===== src/rtl/muldiv_unit.sv =====
// Iterative MULT/MULTU/DIV/DIVU unit for the EX stage: one radix-2 step per clock,
// fixed 33-edge latency from accept to the done pulse, with {hi,lo} presented on prod.
module muldiv_unit #(
  parameter int WIDTH = 32
) (
  input  logic               clock,
  input  logic               reset,
  input  logic               start,
  input  logic [1:0]         op,
  input  logic [WIDTH-1:0]   a,
  input  logic [WIDTH-1:0]   b,
  input  logic               flush,
  output logic               busy,
  output logic               done,
  output logic [2*WIDTH-1:0] prod
);

  localparam int CNT_W = $clog2(WIDTH);

  typedef enum logic [1:0] {S_IDLE, S_CALC, S_FIX} state_t;

  state_t           r_state;
  logic             r_div;
  logic             r_neg_q;
  logic             r_neg_r;
  logic             r_div0;
  logic [WIDTH-1:0] r_hi;
  logic [WIDTH-1:0] r_lo;
  logic [WIDTH-1:0] r_b;
  logic [WIDTH-1:0] r_a_raw;
  logic [CNT_W-1:0] r_count;

  logic             w_signed;
  logic [WIDTH-1:0] w_abs_a;
  logic [WIDTH-1:0] w_abs_b;
  logic [WIDTH:0]   w_sum;
  logic [WIDTH:0]   w_trial;
  logic [WIDTH:0]   w_diff;
  logic             w_ge;
  logic [2*WIDTH-1:0] w_fix;

  always_comb begin
    w_signed = ~op[0];
    w_abs_a  = (w_signed && a[WIDTH-1]) ? -a : a;
    w_abs_b  = (w_signed && b[WIDTH-1]) ? -b : b;
    // multiply: {hi,lo} is the accumulator with the multiplier shifting out of lo
    w_sum    = {1'b0, r_hi} + (r_lo[0] ? {1'b0, r_b} : '0);
    // divide: {hi,lo} is {partial remainder, dividend/quotient}
    w_trial  = {r_hi, r_lo[WIDTH-1]};
    w_diff   = w_trial - {1'b0, r_b};
    w_ge     = (w_trial >= {1'b0, r_b});
  end

  always_comb begin
    w_fix = '0;
    if (r_div0) begin
      w_fix = {r_a_raw, {WIDTH{1'b1}}};
    end else if (r_div) begin
      w_fix[2*WIDTH-1:WIDTH] = r_neg_r ? -r_hi : r_hi;
      w_fix[WIDTH-1:0]       = r_neg_q ? -r_lo : r_lo;
    end else begin
      w_fix = r_neg_q ? -{r_hi, r_lo} : {r_hi, r_lo};
    end
  end

  always_ff @(posedge clock or posedge reset) begin
    if (reset) begin
      r_state <= S_IDLE;
      busy    <= 1'b0;
      done    <= 1'b0;
      prod    <= '0;
      r_div   <= 1'b0;
      r_neg_q <= 1'b0;
      r_neg_r <= 1'b0;
      r_div0  <= 1'b0;
      r_hi    <= '0;
      r_lo    <= '0;
      r_b     <= '0;
      r_a_raw <= '0;
      r_count <= '0;
    end else begin
      done <= 1'b0;
      if (flush && r_state != S_IDLE) begin
        r_state <= S_IDLE;
        busy    <= 1'b0;
      end else begin
        case (r_state)
          S_IDLE: begin
            if (start && !flush) begin
              r_div   <= op[1];
              r_neg_q <= w_signed & (a[WIDTH-1] ^ b[WIDTH-1]);
              r_neg_r <= w_signed & a[WIDTH-1];
              r_div0  <= op[1] & ~|b;
              r_a_raw <= a;
              r_hi    <= '0;
              r_lo    <= op[1] ? w_abs_a : w_abs_b;
              r_b     <= op[1] ? w_abs_b : w_abs_a;
              r_count <= '0;
              busy    <= 1'b1;
              r_state <= S_CALC;
            end
          end
          S_CALC: begin
            if (r_div) begin
              r_hi <= w_ge ? w_diff[WIDTH-1:0] : w_trial[WIDTH-1:0];
              r_lo <= {r_lo[WIDTH-2:0], w_ge};
            end else begin
              r_hi <= w_sum[WIDTH:1];
              r_lo <= {w_sum[0], r_lo[WIDTH-1:1]};
            end
            r_count <= r_count + 1'b1;
            if (r_count == CNT_W'(WIDTH - 1))
              r_state <= S_FIX;
          end
          S_FIX: begin
            prod    <= w_fix;
            done    <= 1'b1;
            busy    <= 1'b0;
            r_state <= S_IDLE;
          end
          default: begin
            r_state <= S_IDLE;
            busy    <= 1'b0;
          end
        endcase
      end
    end
  end

endmodule


===== config.mk =====
export PLATFORM = sky130hd
export DESIGN_NAME = muldiv_unit
export DESIGN_NICKNAME = d
export VERILOG_FILES = /design/src/rtl/muldiv_unit.sv
export SDC_FILE = /design/constraint.sdc
export NUM_CORES = 1
export LEC_CHECK = 0
export ABC_CLOCK_PERIOD_IN_PS = 12100
export CORE_MARGIN = 3
export CORE_UTILIZATION = 35
export DETAILED_ROUTE_END_ITERATION = 10
export HOLD_SLACK_MARGIN = 0.02
export PLACE_DENSITY_LB_ADDON = 0.15
export SETUP_SLACK_MARGIN = 0.1
export SYNTH_ARGS = -nofsm -noshare
export SYNTH_HDL_FRONTEND = slang
export SYNTH_SLANG_ARGS = --single-unit

===== constraint.sdc =====
create_clock -name clock -period 12.1 [get_ports clock]
set_clock_uncertainty 0.2 [all_clocks]
set_input_delay 1.815 -clock clock [delete_from_list [all_inputs] [get_ports clock]]
set_output_delay 1.815 -clock clock [all_outputs]
set_load 0.01 [all_outputs]

# After elaboration in Yosys (flattened, before gate mapping)
# Index checks and enable logic that the tools add are counted.
dict set report word_totals {
  out_inout_bits 66
  in_bits 70
  ff_bits 205
}
dict set report classes {
  add_sub_neg 8
  n_lt_le_gt_ge 1
  n_bitwise 6
  n_reduce_logical 15
  eq_ne 7
  n_mux 28
}
# cell count
set ops {}
lappend ops {{2-to-1 mux 32 bit} 12}
lappend ops {{2-to-1 mux 64 bit} 3}
lappend ops {{negation 32 bit} 4}
lappend ops {{one-hot mux 32 bit (2 select lines)} 2}
lappend ops {{negation 64 bit} 1}
lappend ops {{adder 32 x 32 -> 33 bit} 1}
lappend ops {{>= comparator 33 x 32 -> 1 bit} 1}
lappend ops {{OR reduction 32 bit} 1}
lappend ops {{subtractor 32 bit} 1}
lappend ops {{one-hot mux 5 bit (2 select lines)} 1}
lappend ops {{2-to-1 mux 2 bit} 3}
lappend ops {{!= test 3 bit (second input constant)} 2}
lappend ops {{AND reduction 2 bit} 3}
lappend ops {{AND reduction 3 bit} 2}
lappend ops {{adder 5 x 1 -> 5 bit (second input constant)} 1}
lappend ops {{equality test 5 bit (second input constant)} 1}
lappend ops {{2-to-1 mux 5 bit} 1}
lappend ops {{logical AND 1 bit} 4}
lappend ops {{2-to-1 mux 1 bit} 4}
lappend ops {{!= test 2 bit (second input constant)} 2}
lappend ops {{one-hot mux 2 bit (2 select lines)} 1}
lappend ops {{nonzero test 2 bit} 2}
lappend ops {{bitwise AND 1 bit} 3}
lappend ops {{equality test 2 x 1 -> 1 bit (second input constant)} 1}
lappend ops {{other kinds (6)} 8}

# Depth between registers and ports, before layout
# Gate-level depths: netlist of the first run.
dict set report logic_depth {
  depth_word 6
  depth_mapped 14
  depth_no_buf 13
}

# Least setup slack after synthesis of the first run
# OpenSTA, ideal clock, no wires.
dict set report synth_path {
  kind {input to register}
  start {input a[1]}
  end {register r_lo[26]}
  t_arrival_ns 3.956
  t_required_ns 11.763
  setup_slack_ns 7.807
  setup_time_ns 0.137
  cell_stages 12
  cell_sequence {inv_1 ha_1 or3b_2 nor4b_1 and2_1 clkbuf_1 a21oi_1 a21oi_1 xor2_1 a21oi_1 a21oi_1 a21oi_1}
}
dict set report synth_between {
  elab_chain_cells 5
}
# element line
set synth_lines {}
lappend synth_lines {{start, declared} 10} ;# input logic [WIDTH-1:0] a,
lappend synth_lines {{negation 32 bit} 44} ;# w_abs_a = (w_signed && a[WIDTH-1]) ? -a : a;
lappend synth_lines {{2-to-1 mux 32 bit} 44}
lappend synth_lines {{2-to-1 mux 32 bit} 96} ;# r_lo <= op[1] ? w_abs_a : w_abs_b;
lappend synth_lines {{2-to-1 mux 32 bit} 89} ;# if (start && !flush) begin
lappend synth_lines {{one-hot mux 32 bit (2 select lines)} 87} ;# case (r_state)
lappend synth_lines {{end signal, assigned} 96}
lappend synth_lines {{end signal, assigned} 106} ;# r_lo <= {r_lo[WIDTH-2:0], w_ge};
lappend synth_lines {{end signal, assigned} 109} ;# r_lo <= {w_sum[0], r_lo[WIDTH-1:1]};
lappend synth_lines {{end, declared} 28} ;# logic [WIDTH-1:0] r_lo;
# Every way passes these cells. The select of a mux whose other input is x is not followed.
# A chain may end at the register's enable or synchronous reset.

# Worst setup path in the final report of the first run
dict set report layout_path {
  start {input b[12]}
  end {register r_lo[23]}
}
dict set report layout_between {
  elab_chain_cells 5
}
# element line
set layout_lines {}
lappend layout_lines {{start, declared} 11} ;# input logic [WIDTH-1:0] b,
lappend layout_lines {{negation 32 bit} 45} ;# w_abs_b = (w_signed && b[WIDTH-1]) ? -b : b;
lappend layout_lines {{2-to-1 mux 32 bit} 45}
lappend layout_lines {{2-to-1 mux 32 bit} 96}
lappend layout_lines {{2-to-1 mux 32 bit} 89}
lappend layout_lines {{one-hot mux 32 bit (2 select lines)} 87}
# Every way passes these cells. The select of a mux whose other input is x is not followed.

==> run metrics, run 1 <==
status complete, no violations; initial antenna violation count 0; Slew headroom 0.256; post-synthesis sequential element count 205; Reg2Reg Setup Slack 7540 ps; GRT Util Overall 0.244; Worst Hold End prod[0]$_DFFE_PP0P_; area added between synthesis and finish 16.9%; overall die width 219 µm; GP Congestion 0.936; Initial Util 0.357; # DRC 0; P_leak 7.99 nW; drt wl/cell 22.1 µm; asr flop ratio synth 1.00; Die ar. 48,100 µm²; # Post-CTS Setup Buffers 0; Synth Cell Area 15,900 µm²; Reg2Reg Depth 13; final WL 59,800 µm; data arrival time of the critical path 5060 ps; I/O pin count 136; synthesized area per cell 7.83 µm²; ranking of synthesized cells by area dfrtp_1 32%, a21oi_1 7.7%, nand2_1 6.3%, xnor2_1 6.0%, ha_1 5.5%; total congestion overflow 0; largest stage delay on the critical path 620 ps; synthesized net count 2,174; RSZ-0062 raised after global routing false; layout net count 2,227; max-slew violation count 0; Root Driver clkbuf_16; CP required 12,330 ps; Seq. cell area 5130 µm²; CTS max path bufs 3; Hold Crit Class register to register; fin cells 2,698; CTS tree done; worst-path cell chain clkdlybuf4s50_1 > or4_1 > nor4_1 > nand2_1 > nor2_1 > nand2_1 > o21ai_0 > xor2_1 > o21ai_0 > a221o_2; yosys warns 0; r2r startpoint r_lo[0]$_DFFE_PP0P_; port bufs 135; Primary FF master, synth dfrtp_1; drt first-iter violations 1,313; setup TNS 0 ps; Fin. Hold Viols 0; CTS Sinks 205; Setup crit end kind register; Yosys top cell area share 0.322; Core Box Area 44,600 µm²; Worst-path clk slew 60 ps; worst skew pair latency 560 ps; Multi-input gate area 10,000 µm²; # resized after CTS 0; library cells used by synthesis 72; post-DP HPWL 45,100 µm; layout cell share with drive strength beyond 1 0.0470; H-tree levels 1; critical path class input pin to register; fin crit period 4820 ps; max cap viols 0; Die H 219 µm; DR vias/cell 5.72; CTS Buf Count 26; first-pass GRT wire length 90,600 µm; vias in the first global route 14.8k; vias 15.4k; row count 77; filler instances 4,562; router iterations before antenna repair 5; top cell type by total area after synthesis dfrtp_1; number of synthesized flops with an enable pin 0; largest net degree at the start of global routing 74; Final ANT Viol Nets 0; Crit Path Max Fanout 4; Overall Power 3.67 mW; startpoint types input pin; hold path cells 2; DP Cell Count 2,649; Critical Path Slowest Stage Cell or4_1; Max Freq 207 MHz; Syn Inst Count 2,032; final-report setup violation count 0; Final Cycle Share 0.399; reg2reg end r_hi[29]$_DFFE_PP0P_; Slew @ Worst Pin 1090 ps; register area share after synthesis 0.322; Hold Crit Start prod[0]$_DFFE_PP0P_; power density cells 198 nW/µm²; Peak VDD IR 0.0949 mV; CTS Hold Bufs 0
worst max-delay path: cells and delay by family:
family	cells	cell delay (ps)
AO/OA/AOI/OAI	3	760
buffers and inverters	1	460
AND/OR/NAND/NOR	5	1820
XOR/XNOR	1	210
cell usage in the layout (no fill, tap or decap), types with 15 or more instances in the layout:
cell / synthesis / routed
o211ai_1: 18 / 18
nand4_1: 15 / 15
nor3_1: 39 / 39
xor2_1: 68 / 68
nand2_1: 268 / 267
o31ai_1: 23 / 23
a21o_1: 27 / 27
o21ai_0: 168 / 168
nor4_1: 16 / 16
nor2_1: 216 / 214
nand2b_1: 17 / 17
clkbuf_16: 0 / 27
dfrtp_1: 205 / 203
ha_1: 70 / 70
o21a_1: 17 / 17
o22a_1: 33 / 33
mux2i_1: 51 / 51
inv_1: 69 / 68
xnor2_1: 109 / 109
clkdlybuf4s50_1: 0 / 134
a21oi_1: 246 / 246
buf_4: 2 / 21
nand3_1: 17 / 17
per-layer routing:
metal	wire [µm]	vias to the layer above	track usage
met5	0	-	0
met4	1800	0	0.0687
met3	3810	83	0.0363
met2	26300	473	0.376
met1	27800	7557	0.354
li1	-	7320	-
registers in the layout, summed over array words and instances, names as in the netlist:
name     count
r_a_raw     32
done         1
r_count      5
r_lo        32
r_state      2
r_neg_q      1
busy         1
r_neg_r      1
r_hi        32
r_b         32
r_div0       1
prod        64
r_div        1
kinds of logic after synthesis:
logic type,synth area share
and+or+nand+nor,0.191
muxes,0.0349
xor gates and xnor gates,0.0974
buffers and inverters,0.0488
AOI/OAI and AO/OA,0.248
DFF,0.322
adders and majority gates,0.0576
stage by stage:
stage / instance area [µm²] / hold WS [ps] / utilization / setup WS, ps
floorplan: 15900 / 237 / - / 4490
finish: 18600 / 262 / 0.417 / 7280
CTS: 18600 / 271 / 0.417 / 7260
detailed placement: 17700 / 256 / 0.396 / 6680
global placement: 17700 / 251 / 0.396 / 6850
global route: 18600 / 289 / 0.417 / 6980
layout make-up:
| type | count | area share |
|---|---|---|
| multi-input cells | 1627 | 0.540 |
| clock buffers | 36 | 0.0403 |
| inverters | 69 | 0.0143 |
| repair buffers | 156 | 0.0809 |
| well taps | 592 | 0.0398 |
| clock inverters | 12 | 0.00901 |
| diodes | 1 | 0.000135 |
| flip-flops and latches | 205 | 0.276 |
Yosys cell counts, types with 9 or more instances:
library cell	number
nand2_1	268
a21oi_1	246
nor2_1	216
dfrtp_1	205
o21ai_0	168
clkbuf_1	111
xnor2_1	109
ha_1	70
inv_1	69
xor2_1	68
mux2i_1	51
nor3_1	39
o22a_1	33
a21o_1	27
o31ai_1	23
o211ai_1	18
nand2b_1	17
nand3_1	17
o21a_1	17
nor4_1	16
nand4_1	15
a31oi_1	13
and3_1	13
or3_1	13
or4_1	12
o41ai_1	11
and2_1	10
nor2b_1	10
o22ai_1	10
buf_1	9
o21bai_1	9
power by group:
part | total, mW | switching [mW] | internal, mW
logic | 1.81 | 1.10 | 0.713
registers | 1.02 | 0.221 | 0.794
clock network | 0.844 | 0.327 | 0.517
worst max-delay path by stage:
stage / from / end / slack, ps / cells past startpoint
final: b[12] / r_lo[23]$_DFFE_PP0P_ / 7280 / 10
after detailed placement: b[12] / r_lo[23]$_DFFE_PP0P_ / 6680 / 10
after global routing: b[10] / r_lo[23]$_DFFE_PP0P_ / 6980 / 10
after CTS: b[12] / r_lo[23]$_DFFE_PP0P_ / 7260 / 10
after floorplan: reset / busy$_DFFE_PP0P_ / 4490 / 1
after global placement: b[12] / r_lo[23]$_DFFE_PP0P_ / 6850 / 10
No activity file was read; power rests on OpenSTA's default activity.
==> inputs of run 2 (changes only) <==
--- a/config.mk
+++ b/config.mk
@@ -5,7 +5,7 @@
 export SDC_FILE = /design/constraint.sdc
 export NUM_CORES = 1
 export LEC_CHECK = 0
-export ABC_CLOCK_PERIOD_IN_PS = 12100
+export ABC_CLOCK_PERIOD_IN_PS = 4820
 export CORE_MARGIN = 3
 export CORE_UTILIZATION = 35
 export DETAILED_ROUTE_END_ITERATION = 10
==> constraint.sdc (replaced) <==
create_clock -name clock -period 4.82 [get_ports clock]
set_clock_uncertainty 0.2 [all_clocks]
set_input_delay 0.723 -clock clock [delete_from_list [all_inputs] [get_ports clock]]
set_output_delay 0.723 -clock clock [all_outputs]
set_load 0.01 [all_outputs]
==> run metrics, run 2 (same netlist as run 1, synthesis figures left out) <==
CTS Hold Bufs 0 (unchanged); max cap viols 0 (unchanged); Max Freq 243 MHz; Core Box Area 44,600 µm² (unchanged); status complete, no violations; power density cells 505 nW/µm² (+160%); post-DP HPWL 45,900 µm (+1.8%); Buf/Inv on CP 1 (unchanged); layout cell share with drive strength beyond 1 0.0619 (+0.0149); first-pass GRT wire length 91,300 µm (+0.80%); # Post-CTS Setup Buffers 0 (unchanged); area added between synthesis and finish 18.7%; # resized after CTS 0 (unchanged); worst skew pair latency 580 ps (+20 ps); overall die width 219 µm (unchanged); Root Driver clkbuf_16; CTS Buf Count 27 (+3.8%); Largest Register prod; Slew headroom 0.272 (+0.0165); Final Cycle Share 0.852; fin crit period 4110 ps; P_leak 8.15 nW (+2.0%); # DRC 0 (unchanged); Critical Path Slowest Stage Cell o22ai_4; largest net degree at the start of global routing 88 (+19%); Reg2Reg Depth 10 (-3); Crit Path Max Fanout 35 (+31); data arrival time of the critical path 4350 ps (-710 ps); I/O pin count 136 (unchanged); critical path depth 10 (unchanged); Slew @ Worst Pin 1090 ps (+3.35 ps); final-report setup violation count 0 (unchanged); router iterations before antenna repair 5 (unchanged); GRT Util Overall 0.247 (+0.00305); Setup crit end kind register; CTS Sinks 205 (unchanged); most frequent cells in the layout 267 x nand2_1, 246 x a21oi_1, 214 x nor2_1, 203 x dfrtp_1, 168 x o21ai_0; total congestion overflow 0 (unchanged); max-slew violation count 0 (unchanged); port bufs 135 (unchanged); Die H 219 µm (unchanged); Initial Util 0.357 (unchanged); initial antenna violation count 1 (+1); metal2 WL 26,200 µm (-0.56%); layout net count 2,254 (+1.2%); Peak VDD IR 0.328 mV (+250%); post-layout util 0.424 (+0.00656); row count 77 (unchanged); Met1 Wirelength 26,800 µm (-3.8%); CTS max path bufs 3 (unchanged); drt first-iter violations 1,602 (+22%); most numerous cell on the critical path a21oi_1; RSZ-0062 raised after global routing false; H-tree levels 1 (unchanged); Die ar. 48,100 µm² (unchanged); Hold Crit Class register to register; CP required 5070 ps (-7260 ps); final WL 60,400 µm (+1.0%); Fin. Hold Viols 0 (unchanged); Final ANT Viol Nets 0 (unchanged); startpoint types register; hold path cells 2 (unchanged); largest stage delay on the critical path 870 ps (+250 ps); worst-path cell chain ha_1 > a21oi_1 > o21ai_0 > a2bb2oi_1 > a41oi_1 > o22ai_4 > buf_4 > nand3b_1 > a21oi_1 > a221o_1; met3 wire length 4940 µm (+30%); DR vias/cell 5.69 (-0.50%); setup TNS 0 ps (unchanged); drt wl/cell 22.2 µm (about the same); critical path class register to register; max reg flops 64 (unchanged); n_diodes 0 (-1); vias in the first global route 15.1k (+2.2%); most common cell after layout, fill and taps aside nand2_1; uppermost layer routed met5; CTS tree done; CP delay by family, top compound AO/OA/AOI/OAI gates; vias 15.5k (+0.50%); Worst-path clk slew 60 ps (about the same); GP Congestion 0.934 (-0.21%)
## run 2: cell types whose count changed in the layout (fill, tap and decap cells not counted), sizes merged
cell	change
clkinv	+1
diode	-1
clkbuf	-4
buf	+26
bufinv	+1
clkinvlp	+5
inv	-1
## run 2: worst paths after layout
check / startpoint / endpoint / slack [ps]
min in group asynchronous: reset / prod[59]$_DFFE_PP0P_ / 310
min reg2reg: r_a_raw[30]$_DFFE_PP0P_ / r_a_raw[30]$_DFFE_PP0P_ / 270
max: r_hi[15]$_DFFE_PP0P_ / r_hi[19]$_DFFE_PP0P_ / 710
max reg2reg: r_hi[15]$_DFFE_PP0P_ / r_hi[19]$_DFFE_PP0P_ / 710
min: r_a_raw[30]$_DFFE_PP0P_ / r_a_raw[30]$_DFFE_PP0P_ / 270
max in group asynchronous: reset / r_hi[26]$_DFFE_PP0P_ / 3240
## run 2: report_power, final
part           internal, mW  switching (mW)  leakage [nW]
logic                  1.89            3.01          5.04
registers              2.00           0.384          2.63
clock network          1.38           0.888         0.482
## run 2: worst register-to-register path: stages, from the launching register on
cell,delay [ps]
dfrtp_1,630
ha_1,430
a21oi_1,220
o21ai_0,180
a2bb2oi_1,250
a41oi_1,250
o22ai_4,870
buf_4,440
nand3b_1,160
a21oi_1,80
a221o_1,270
## run 2: layout make-up
class	count	area [µm²]
clock buffers	32	744
repair buffers	182	1720
well taps	592	741
multi-input cells	1627	10000
flip-flops and latches	205	5130
inverters	69	263
clock inverters	18	251
fillers	4498	25700
## run 2: metrics by stage
stage	setup WS, ps	area, µm²	power [mW]	instances	hold slack (ps)
after floorplan	1240	15900	5.71	2032	237
after global placement	678	17900	7.18	2675	256
after detailed placement	612	17900	7.20	2675	257
after CTS	778	18900	9.51	2725	272
after global routing	432	18900	10.2	2725	299
final	713	18900	9.54	2725	267
## run 2: metal layers
layer,track usage,up-vias
met1,0.337,7456
met4,0.0970,2
met2,0.377,588
li1,-,7360
met3,0.0584,104
met5,0,-
==> inputs of run 3 (changes only) <==
--- a/config.mk
+++ b/config.mk
@@ -5,13 +5,15 @@
 export SDC_FILE = /design/constraint.sdc
 export NUM_CORES = 1
 export LEC_CHECK = 0
-export ABC_CLOCK_PERIOD_IN_PS = 4820
+export ABC_CLOCK_PERIOD_IN_PS = 4900
 export CORE_MARGIN = 3
 export CORE_UTILIZATION = 35
 export DETAILED_ROUTE_END_ITERATION = 10
+export DONT_BUFFER_PORTS = 1
 export HOLD_SLACK_MARGIN = 0.02
 export PLACE_DENSITY_LB_ADDON = 0.15
 export SETUP_SLACK_MARGIN = 0.1
+export SLEW_MARGIN = 30
 export SYNTH_ARGS = -nofsm -noshare
 export SYNTH_HDL_FRONTEND = slang
 export SYNTH_SLANG_ARGS = --single-unit
==> constraint.sdc (replaced) <==
create_clock -name clock -period 4.9 [get_ports clock]
set_clock_uncertainty 0.2 [all_clocks]
set_input_delay 0.735 -clock clock [delete_from_list [all_inputs] [get_ports clock]]
set_output_delay 0.735 -clock clock [all_outputs]
set_load 0.01 [all_outputs]
==> run metrics, run 3 (same netlist as run 1, synthesis figures left out) <==
CP startpoint r_hi[1]$_DFFE_PP0P_; max reg flops 64 (unchanged); post-DP HPWL 45,900 µm (+0.14%); initial antenna violation count 2 (+1); CTS tree done; Largest Register prod; max cap viols 0 (unchanged); DR vias/cell 5.78 (+1.6%); sequential power share 0.252 (+0.003); final worst-path setup slack 751 ps (+37.5 ps); Die ar. 48,100 µm² (unchanged); Peak VDD IR 0.296 mV (-9.7%); Clk pwr share 0.246 (+0.009); CTS max path bufs 3 (unchanged); first-pass GRT wire length 90,000 µm (-1.5%); Fin. Hold Viols 0 (unchanged); Setup crit end kind register; GP Congestion 0.895 (-4.1%); largest stage delay on the critical path 820 ps (-50 ps); met3 wire length 4940 µm (about the same); Critical Path Slowest Stage Cell a2111oi_1; Core Box Area 44,600 µm² (unchanged); fin crit period 4150 ps (+42.5 ps); metal2 WL 26,500 µm (+1.3%); most common cell after layout, fill and taps aside nand2_1; router iterations before antenna repair 5 (unchanged); CP required 5100 ps (+30 ps); Worst Setup Slack post-DPL 892 ps (+281 ps); Worst-path clk slew 60 ps (about the same); layout net count 2,115 (-6.2%); worst skew pair latency 580 ps (about the same); total congestion overflow 0 (unchanged); CTS Hold Bufs 1 (+1); final WL 60,300 µm (about the same); # DRC 0 (unchanged); Sw Ratio 0.446 (-0.00222); row count 77 (unchanged); startpoint types register; Final Instance Area 17,600 µm² (-6.9%); vias in the first global route 14.3k (-5.4%); critical path class register to register; drt wl/cell 23.3 µm (+5.3%); P_leak 7.67 nW (-5.9%); H-tree levels 1 (unchanged); max-slew violation count 0 (unchanged); Hold Crit Class input pin to register; RSZ-0062 raised after global routing false; Max Freq 241 MHz (-1.0%); vias 15.0k (-3.5%); internal power 5.21 mW (-1.0%); Slew @ Worst Pin 984 ps (-108 ps); I/O pin count 136 (unchanged); setup TNS 0 ps (unchanged); CTS Sinks 205 (unchanged); Slew headroom 0.342 (+0.0694); Crit Path Max Fanout 9 (-74%); most frequent cells in the layout 267 x nand2_1, 246 x a21oi_1, 214 x nor2_1, 203 x dfrtp_1, 168 x o21ai_0; CTS Buf Count 29 (+7.4%); Initial Util 0.357 (unchanged); port bufs 0 (-100%); overall die width 219 µm (unchanged); drt first-iter violations 1,501 (-6.3%); DP Area 16,500 µm² (-7.9%); Hold Crit Start flush; # resized after CTS 0 (unchanged); area added between synthesis and finish 10.6%; data arrival time of the critical path 4350 ps (about the same); status complete, no violations; Met1 Wirelength 26,700 µm (-0.16%); Die H 219 µm (unchanged); Final ANT Viol Nets 0 (unchanged); # Post-CTS Setup Buffers 0 (unchanged); r2r startpoint r_hi[1]$_DFFE_PP0P_; Root Driver clkbuf_16; layout cell share with drive strength beyond 1 0.0631 (+0.00124); power density cells 535 nW/µm² (+5.9%); largest net degree at the start of global routing 117 (+33%); n_diodes 0 (unchanged); NetSw 4.20 mW (-1.9%); uppermost layer routed met5; GRT Util Overall 0.245 (-0.00199); final-report setup violation count 0 (unchanged); Gate power share 0.501 (-0.012); Final Cycle Share 0.847 (-0.00523); worst-path cell chain ha_1 > o21ai_0 > a2111oi_1 > nor3_1 > o2111ai_1 > a31o_2 > a21o_1 > xor2_1 > mux2i_1 > o221ai_1
run 3: cell count changes in the layout (fill, tap and decap cells not counted), sizes merged:
| cell | previous run | this run |
|---|---|---|
| clkbuf | 32 | 37 |
| buf | 48 | 40 |
| clkinv | 8 | 6 |
| inv | 69 | 70 |
| dlygate4sd3 | 0 | 1 |
| clkdlybuf4s50 | 134 | 0 |
run 3: layout make-up:
| cell class | instances | area [µm²] |
|---|---|---|
| Fill cell | 4572 | 27000 |
| Multi-Input combinational cell | 1627 | 10000 |
| Sequential cell | 205 | 5130 |
| Clock buffer | 37 | 816 |
| Tap cell | 592 | 741 |
| Timing Repair Buffer | 41 | 355 |
| Inverter | 69 | 263 |
| Clock inverter | 17 | 246 |
run 3: layer usage:
metal / GRT usage / vias to the layer above
met5: 0 / -
met4: 0.0776 / 2
met3: 0.0590 / 96
met2: 0.377 / 529
met1: 0.338 / 7245
li1: - / 7088
run 3: power by group through the flow:
| stage | Clock [mW] | Combinational (mW) | Sequential (mW) |
|---|---|---|---|
| 2_1_floorplan | 0 | 3.37 | 2.24 |
| 5_1_grt | 2.44 | 5.19 | 2.41 |
| 3_3_place_gp | 0 | 4.68 | 2.38 |
| 4_1_cts | 2.37 | 4.67 | 2.36 |
| 6_report | 2.32 | 4.72 | 2.37 |
| 3_5_place_dp | 0 | 4.65 | 2.39 |
run 3: path summary, 6_finish.rpt:
check                                          end  slack (ps)  depth (start not counted)
min in group asynchronous           done$_DFF_PP0_         320                          2
setup / recovery              r_hi[23]$_DFFE_PP0P_         750                         10
hold / removal              r_state[0]$_DFFE_PP0P_          50                          1
setup reg to reg              r_hi[23]$_DFFE_PP0P_         750                         10
hold reg to reg            r_a_raw[12]$_DFFE_PP0P_         270                          2
max in group asynchronous     prod[35]$_DFFE_PP0P_        2770                          4
run 3: worst max-delay path, delay by kind of cell (launching register included):
family	cells	cell delay [ps]
AO/OA/AOI/OAI	6	2150
flip-flops	1	500
adder cells (fa/ha/maj)	1	430
XOR/XNOR	1	300
AND/OR/NAND/NOR	1	270
multiplexers	1	120
run 3: per-stage QoR:
stage | hold WS [ps] | cells | util | power [mW]
4_1_cts | 22.8 | 2587 | 0.394 | 9.40
5_1_grt | 42.1 | 2588 | 0.394 | 10.0
6_report | 49.3 | 2588 | 0.394 | 9.41
3_5_place_dp | 258 | 2532 | 0.370 | 7.04
2_1_floorplan | 237 | 2032 | - | 5.61
3_3_place_gp | 251 | 2532 | 0.370 | 7.06
